[src/rtl/demux_frame_sequencer_if.sv]
// Serial frame input handshake plus the registered demux-side outputs of the sequencer.
// The master modport drives the stream; the slave modport is the sequencer.
interface demux_frame_sequencer_if #(
  parameter int SEL_W  = 3,
  parameter int FCNT_W = 8
);
  logic              in_valid;
  logic              in_data;
  logic              in_sof;
  logic              in_ready;
  logic              abort;
  logic              k;
  logic [SEL_W-1:0]  s;
  logic              k_vld;
  logic              frame_done;
  logic              err;
  logic [FCNT_W-1:0] frame_cnt;

  modport master (
    output in_valid, in_data, in_sof, abort,
    input  in_ready, k, s, k_vld, frame_done, err, frame_cnt
  );

  modport slave (
    input  in_valid, in_data, in_sof, abort,
    output in_ready, k, s, k_vld, frame_done, err, frame_cnt
  );
endinterface

[src/rtl/demux_frame_sequencer.sv]
// Deserialises address+payload frames from a bit stream and steers each payload
// bit onto the addressed output of an 8-way demux through registered k/s.
module demux_frame_sequencer #(
  parameter int PAYLOAD_LEN = 8,
  parameter int SEL_W       = 3,
  parameter int FCNT_W      = 8
) (
  input logic                    clk,
  input logic                    rst_n,
  demux_frame_sequencer_if.slave bus
);

  typedef enum logic [1:0] {IDLE, ADDR, DATA, GAP} state_t;

  localparam logic [7:0] LAST_BIT = 8'(PAYLOAD_LEN - 1);
  localparam logic [1:0] LAST_ADR = 2'(SEL_W - 1);

  state_t             state;
  logic [SEL_W-1:0]   addr;
  logic [SEL_W-1:0]   s_q;
  logic [1:0]         addr_cnt;
  logic [7:0]         bit_cnt;
  logic               k_q;
  logic               k_vld_q;
  logic               done_q;
  logic               err_q;
  logic               ready_q;
  logic [FCNT_W-1:0]  cnt_q;
  logic               accept;

  assign accept = bus.in_valid & ready_q;

  // A sof beat always restarts address collection, whatever frame was in flight;
  // abort overrides everything else on the same edge.
  always_ff @(posedge clk or negedge rst_n) begin
    if (!rst_n) begin
      state    <= IDLE;
      addr     <= '0;
      s_q      <= '0;
      addr_cnt <= '0;
      bit_cnt  <= '0;
      k_q      <= 1'b0;
      k_vld_q  <= 1'b0;
      done_q   <= 1'b0;
      err_q    <= 1'b0;
      ready_q  <= 1'b0;
      cnt_q    <= '0;
    end else begin
      k_q     <= 1'b0;
      k_vld_q <= 1'b0;
      done_q  <= 1'b0;
      err_q   <= 1'b0;
      if (bus.abort) begin
        state   <= IDLE;
        ready_q <= 1'b1;
      end else begin
        case (state)
          IDLE: begin
            ready_q <= 1'b1;
            if (accept && bus.in_sof) begin
              addr     <= {{(SEL_W-1){1'b0}}, bus.in_data};
              addr_cnt <= 2'd1;
              state    <= ADDR;
            end
          end
          ADDR, DATA: begin
            if (accept) begin
              if (bus.in_sof) begin
                err_q    <= 1'b1;
                addr     <= {{(SEL_W-1){1'b0}}, bus.in_data};
                addr_cnt <= 2'd1;
                state    <= ADDR;
              end else if (state == ADDR) begin
                addr     <= {addr[SEL_W-2:0], bus.in_data};
                addr_cnt <= addr_cnt + 2'd1;
                if (addr_cnt == LAST_ADR) begin
                  bit_cnt <= '0;
                  state   <= DATA;
                end
              end else begin
                k_q     <= bus.in_data;
                k_vld_q <= 1'b1;
                s_q     <= addr;
                bit_cnt <= bit_cnt + 8'd1;
                if (bit_cnt == LAST_BIT) begin
                  state   <= GAP;
                  ready_q <= 1'b0;
                  done_q  <= 1'b1;
                  cnt_q   <= cnt_q + FCNT_W'(1);
                end
              end
            end
          end
          GAP: begin
            state   <= IDLE;
            ready_q <= 1'b1;
          end
          default: state <= IDLE;
        endcase
      end
    end
  end

  assign bus.in_ready   = ready_q;
  assign bus.k          = k_q;
  assign bus.s          = s_q;
  assign bus.k_vld      = k_vld_q;
  assign bus.frame_done = done_q;
  assign bus.err        = err_q;
  assign bus.frame_cnt  = cnt_q;

endmodule
[src/flat_wrapper.sv]
// flat-port wrapper written by rule: the top's interface ports become plain ports
module demux_frame_sequencer_flat 
#(
  parameter int PAYLOAD_LEN = 8,
  parameter int SEL_W       = 3,
  parameter int FCNT_W      = 8
)
  (clk, rst_n, bus_in_valid, bus_in_data, bus_in_sof, bus_abort, bus_in_ready, bus_k, bus_s, bus_k_vld, bus_frame_done, bus_err, bus_frame_cnt);
  demux_frame_sequencer_if #(.SEL_W(SEL_W), .FCNT_W(FCNT_W)) bus_i ();
  input logic clk;
  input logic rst_n;
  input wire logic [$bits(bus_i.in_valid)-1:0] bus_in_valid;
  input wire logic [$bits(bus_i.in_data)-1:0] bus_in_data;
  input wire logic [$bits(bus_i.in_sof)-1:0] bus_in_sof;
  input wire logic [$bits(bus_i.abort)-1:0] bus_abort;
  output wire logic [$bits(bus_i.in_ready)-1:0] bus_in_ready;
  output wire logic [$bits(bus_i.k)-1:0] bus_k;
  output wire logic [$bits(bus_i.s)-1:0] bus_s;
  output wire logic [$bits(bus_i.k_vld)-1:0] bus_k_vld;
  output wire logic [$bits(bus_i.frame_done)-1:0] bus_frame_done;
  output wire logic [$bits(bus_i.err)-1:0] bus_err;
  output wire logic [$bits(bus_i.frame_cnt)-1:0] bus_frame_cnt;
  assign bus_i.in_valid = bus_in_valid;
  assign bus_i.in_data = bus_in_data;
  assign bus_i.in_sof = bus_in_sof;
  assign bus_i.abort = bus_abort;
  assign bus_in_ready = bus_i.in_ready;
  assign bus_k = bus_i.k;
  assign bus_s = bus_i.s;
  assign bus_k_vld = bus_i.k_vld;
  assign bus_frame_done = bus_i.frame_done;
  assign bus_err = bus_i.err;
  assign bus_frame_cnt = bus_i.frame_cnt;
  demux_frame_sequencer #(.PAYLOAD_LEN(PAYLOAD_LEN), .SEL_W(SEL_W), .FCNT_W(FCNT_W)) u_core (.clk(clk), .rst_n(rst_n), .bus(bus_i));
endmodule
[config.mk]
export PLATFORM = sky130hd
export DESIGN_NAME = demux_frame_sequencer_flat
export DESIGN_NICKNAME = d
export VERILOG_FILES = /design/src/rtl/demux_frame_sequencer_if.sv /design/src/rtl/demux_frame_sequencer.sv /design/src/flat_wrapper.sv
export SDC_FILE = /design/constraint.sdc
export NUM_CORES = 1
export LEC_CHECK = 0
export CORE_MARGIN = 1.5
export CORE_UTILIZATION = 48
export CTS_CLUSTER_SIZE = 14
export DETAILED_ROUTE_END_ITERATION = 8
export GPL_TIMING_DRIVEN = 0
export PLACE_DENSITY = 0.75
export SKIP_CTS_REPAIR_TIMING = 1
export SYNTH_ARGS = -nofsm -noshare
export SYNTH_HDL_FRONTEND = slang
export SYNTH_SLANG_ARGS = --single-unit
[constraint.sdc]
create_clock -name clk -period 2.17 [get_ports clk]
set_input_delay 0.434 -clock clk [delete_from_list [all_inputs] [get_ports clk]]
set_output_delay 0.434 -clock clk [all_outputs]
set_load 0.05 [all_outputs]
Word-level counts from Yosys, hierarchy flattened
Index checks and enable logic that the tools add are counted.

Word-level logic and storage cells: 90. Bits in registers: 31.

Bitwise gates (word level): 4. Add/subtract/negate cells: 3. Equal/unequal tests: 16. Mux-type cells: 45. Reductions and logical operators: 11.

Operator list (count): 1-bit two-way mux (25); 2-bit two-way mux (10); 8-bit by 1-bit adder with 8-bit output, second input constant (2); 8-bit two-way mux (2); 5-bit AND reduction (3); 3-bit two-way mux (4); 3-bit by 2-bit inequality test with 1-bit output, second input constant (4); 8-bit by 3-bit equality test with 1-bit output, second input constant (1); 4-bit AND reduction (2); 2-bit equality test, second input constant (3); 3-bit inequality test, second input constant (2); 2-bit one-hot mux with 3 select lines (1); 3-bit one-hot mux with 2 select lines (1); 6-bit AND reduction (1); 5-bit by 3-bit inequality test with 1-bit output, second input constant (1); 5-bit inequality test, second input constant (1); 2-bit by 1-bit inequality test with 1-bit output, second input constant (2); 2-bit one-hot mux with 2 select lines (1); 2-bit OR reduction (2); 1-bit NOT (3); 2-bit by 1-bit adder with 2-bit output, second input constant (1); 2-bit by 1-bit equality test with 1-bit output, second input constant (1); 2-bit logical NOT (1); 2-bit inequality test, second input constant (1); other kinds (4) (4).

Longest topological paths before layout
Depth after elaboration: 7. Mapped depth: 8.

Worst setup path after synthesis
No wires, ideal clock.

Kind: reg-to-reg. Start: reg u_core.state[0]. End: reg u_core.addr[0]. Setup slack: 87 ps. Clock period less this slack: 2083 ps. Arrival time: 1959 ps. Cell stages (with the launch flop): 7. Cells stage by stage: dfrtp_1 -> inv_1 -> ha_1 -> nor2_1 -> a31oi_2 -> a2111oi_4 -> mux2_2.

Longest elaborated chain between the ends: 4. Elaborated cells between the ends (all ways): 10. Classes of those cells: eq/ne (5); mux (1); reduce/logical (4).

Ends and longest elaborated chain: from (decl) (RTL line demux_frame_sequencer.sv:18) `state_t state;`; from (signal assigned) (RTL line demux_frame_sequencer.sv:37) `state <= IDLE;`; from (signal assigned) (RTL line demux_frame_sequencer.sv:54) `state <= IDLE;`; from (signal assigned) (RTL line demux_frame_sequencer.sv:63) `state <= ADDR;`; 2-bit equality test or 2-bit by 1-bit equality test with 1-bit output (tied branches) (RTL line demux_frame_sequencer.sv:57, demux_frame_sequencer.sv:73); 2-bit OR reduction (RTL line demux_frame_sequencer.sv:57) `case (state)`; 3-bit by 2-bit inequality test with 1-bit output (no source line), or another cell as far along; 5-bit AND reduction (no source line); to (signal assigned) (RTL line demux_frame_sequencer.sv:61) `addr <= {{(SEL_W-1){1'b0}}, bus.in_data};`; to (signal assigned) (RTL line demux_frame_sequencer.sv:70) `addr <= {{(SEL_W-1){1'b0}}, bus.in_data};`; to (signal assigned) (RTL line demux_frame_sequencer.sv:74) `addr <= {addr[SEL_W-2:0], bus.in_data};`; to (decl) (RTL line demux_frame_sequencer.sv:19) `logic [SEL_W-1:0] addr;`.

Parallel ways exist; a longest one is shown, timed or not. A chain may end at the register's enable or synchronous reset.

Worst setup path in the final report
Start: reg u_core.state[0]. End: reg u_core.addr_cnt[1].

Longest elaborated chain between the ends: 4. Elaborated cells between the ends (all ways): 10. Classes of those cells: eq/ne (5); mux (1); reduce/logical (4).

Ends and longest elaborated chain: 2-bit equality test or 2-bit by 1-bit equality test with 1-bit output (tied branches) (RTL line demux_frame_sequencer.sv:57, demux_frame_sequencer.sv:73); 2-bit OR reduction (RTL line demux_frame_sequencer.sv:57); 3-bit by 2-bit inequality test with 1-bit output (no source line), or another cell as far along; 5-bit AND reduction (no source line); to (signal assigned) (RTL line demux_frame_sequencer.sv:75) `addr_cnt <= addr_cnt + 2'd1;`; to (decl) (RTL line demux_frame_sequencer.sv:21) `logic [1:0] addr_cnt;`.

Parallel ways exist; a longest one is shown, timed or not.

==> metrics.md <==
| Metric | Value |
|---|---|
| Ant. Diodes | 0 |
| CTS tree | built |
| Cell Rows | 20 |
| Most common cell after layout, fill and taps aside | dfrtp_1 |
| Critical path class | reg -> reg |
| Total chip power | 1720 µW |
| Syn Std Cell Area | 1520 µm² |
| GP Congestion | approximately 0.85 |
| Clock Skew | 0.0122 ns |
| Minimum clock period | 2.09 ns |
| LEAKAGE | ~0.00084 µW |
| Register area | 777 µm² |
| Total gr overflow | 0 |
| Post-synthesis mux area share | 7.89% |
| Worst-Skew Late Latency | 0.33 ns |
| Share of cells above drive strength 1 | 18.0% |
| Syn_nets | 151 |
| Synthesized instance count | 139 |
| CTS root buf | clkbuf_4 |
| Sequential power share | 44.0% |
| Asr flop ratio synth | 100% |
| Total wire length | 3080 µm |
| DRC | 0 |
| Post-synthesis simple-gate area fraction | 19.0% |
| # IOs | 22 |
| Drt wl/cell | roughly 14 µm |
| Commonest register cell after synthesis | dfrtp_1 |
| Post-synthesis compound-gate area fraction | 10.4% |
| Clock tree buffer depth | 2 |
| Tightest Hold Check Type | in -> async |
| Final Setup Violations | 0 |
| Status | finished, final reports clean |
| DP HPWL | 2210 µm |
| Sink Count | 31 |
| Largest net degree at the start of global routing | 32 |
| CP max FO | 7 |
| Max_cap viols | 0 |
| Flops & latches, synth | 31 |
| Die height | 59.3 µm |
| PD cells | between 900 and 1000 nW/µm² |
| Die Wd | ~59 µm |
| Post-Synth XOR/XNOR Area | 4.03% |
| Final ANT Viol Nets | 0 |
| Initial DRC count | 47 |
| Worst Path Required | 2.39 ns |
| # fillers | 253 |
| Final hold violation count | 0 |
| Post-synth cell types | 38 |
| Slew margin rel. | a little under three fifths |
| Reg clk slew, reported paths | around 0.10 ns |
| Synth Area in Adders | 4.93% |
| TritonRoute pass-1 iters | 4 |
| Combinational family with the most area after synthesis | simple AND/OR/NAND/NOR gates |
| Nets | 184 |
| GRT Overall Usage | 20.0% |
| Starting Density | 50.3% |
| CP Capture Type | register |
| Area Overhead vs Synth | 25.1% |
| CTS Buf Count | 5 |
| PortBufs | 21 |
| Clock share of power | approximately 25% |
| Critical path arrival | ~2.3 ns |
| Yosys warning count | 0 |
| Antenna violations before repair | 0 |
| Fmax | 0.479 GHz |
| Register area share after synthesis | between 50 and 60% |
| Most frequent cells in the layout | dfrtp_1 (30), clkdlybuf4s50_1 (20), nand2_1 (15) |
| Design internal power | 1150 µW |
| H-tree Lvls | 2 |
| Critical Path Source Type | register |
| Global-route wire length before repair | a little over 5000 µm |
| VDD IR max | about 440 µV |
| Switching power total | 568 µW |
| DR vias | between 1000 and 1500 |
| Period utilisation layout | 96.2% |
| Logic pwr share | 31.2% |
| EDFF count, synth | 0 |
| Max Slew Vio Count | 0 |
| Die ar. | 3520 µm² |
| Sw Share | 33.1% |
| Number of global-route vias before repair | 1215 |
| Tightest Pin Transition | 0.660 ns |
| Core area | approximately 3000 µm² |
| Syn_area_per_cell | about 11 µm² |
| DR vias/cell | around 5.4 |
| End-of-flow core utilization | 62.9% |
| Combined area of the multi-input logic cells | 716 µm² |
==> path summary, 6_finish.rpt <==
check | start | to | slack (ns) | cells after the start
max | u_core.state[0] | u_core.addr_cnt[1] | 0.08 | 6
min | rst_n | u_core.bit_cnt[1] | 0.12 | 1
max reg2reg | u_core.state[0] | u_core.addr_cnt[1] | 0.08 | 6
min reg2reg | u_core.bus.frame_cnt[7] | u_core.bus.frame_cnt[7] | 0.47 | 1
max in group asynchronous | rst_n | u_core.state[0] | 1.58 | 1
min in group clk | u_core.bus.frame_cnt[7] | u_core.bus.frame_cnt[7] | 0.47 | 1
==> cells by family after synthesis <==
logic type	count (synthesis)
AOI/OAI and AO/OA	20
DFF	31
adders and majority gates	6
xor gates and xnor gates	7
muxes	11
buffers and inverters	11
and+or+nand+nor	53
==> power groups by stage <==
stage	Combinational, µW	Sequential [µW]	Clock, µW
3_3_place_gp	494	759	0
3_5_place_dp	516	767	0
4_1_cts	519	755	433
2_1_floorplan	299	831	0
5_1_grt	588	770	452
6_report	535	756	425
==> per-stage QoR <==
stage	instance area, µm²	instances	setup TNS (ns)	hold slack, ns	setup slack [ns]
floorplan	1520	139	0	0.138	0.0866
global placement	1790	204	-0.826	0.457	-0.184
detailed placement	1790	204	-1.53	0.461	-0.223
CTS	1860	211	-0.884	0.476	-0.132
global route	1910	216	-0.00965	0.185	-0.00965
finish	1910	216	0	0.116	0.0817
==> worst max-delay path, stage by stage (launching register included) <==
cell and delay [ns]:
dfrtp_2 0.46, inv_1 0.10, ha_2 0.32, nor2_2 0.15, a31oi_2 0.08, a2111oi_4 0.48, mux2_2 0.38
==> Yosys cell counts, types with 3 or more instances <==
library cell | number | area (µm²)
mux2i_1 | 3 | 30.0
nand3_1 | 4 | 20.0
a21oi_1 | 3 | 15.0
ha_1 | 6 | 75.1
xnor2_1 | 6 | 52.6
inv_1 | 9 | 33.8
nor2_1 | 6 | 22.5
nand4_1 | 3 | 18.8
nor3_1 | 5 | 25.0
and3_1 | 4 | 25.0
dfrtp_1 | 31 | 776
o21ai_0 | 6 | 30.0
nand2_1 | 15 | 56.3
a22o_1 | 3 | 26.3
mux2_2 | 8 | 90.1
==> registers in the layout (all words and copies together), names as in the netlist <==
register and flops:
u_core.bus.k 1, u_core.bus.frame_done 1, u_core.state 2, u_core.bus.frame_cnt 8, u_core.bus.err 1, u_core.bus.s 3, u_core.addr_cnt 2, u_core.addr 3
u_core.bit_cnt 8, u_core.bus.in_ready 1, u_core.bus.k_vld 1
==> layer usage <==
| metal | GRT usage, % | wire length [µm] | vias up |
|---|---|---|---|
| met5 | 0 | 0 | - |
| met4 | 10.7 | 79 | 0 |
| met3 | 5.68 | 132 | 7 |
| met2 | 34.4 | 1560 | 23 |
| met1 | 22.0 | 1310 | 580 |
| li1 | - | - | 560 |
==> final cells by class <==
type                       count  share of cell area [%]
sequential                    31                    40.8
multi-input combinational     97                    37.6
timing repair buffer          26                    12.7
tap                           44                    2.89
clock buffer                   6                    2.17
inverter                       9                    1.77
clock inverter                 1                    1.58
buffer                         2                   0.525
Power figures use the tool's default switching activity.
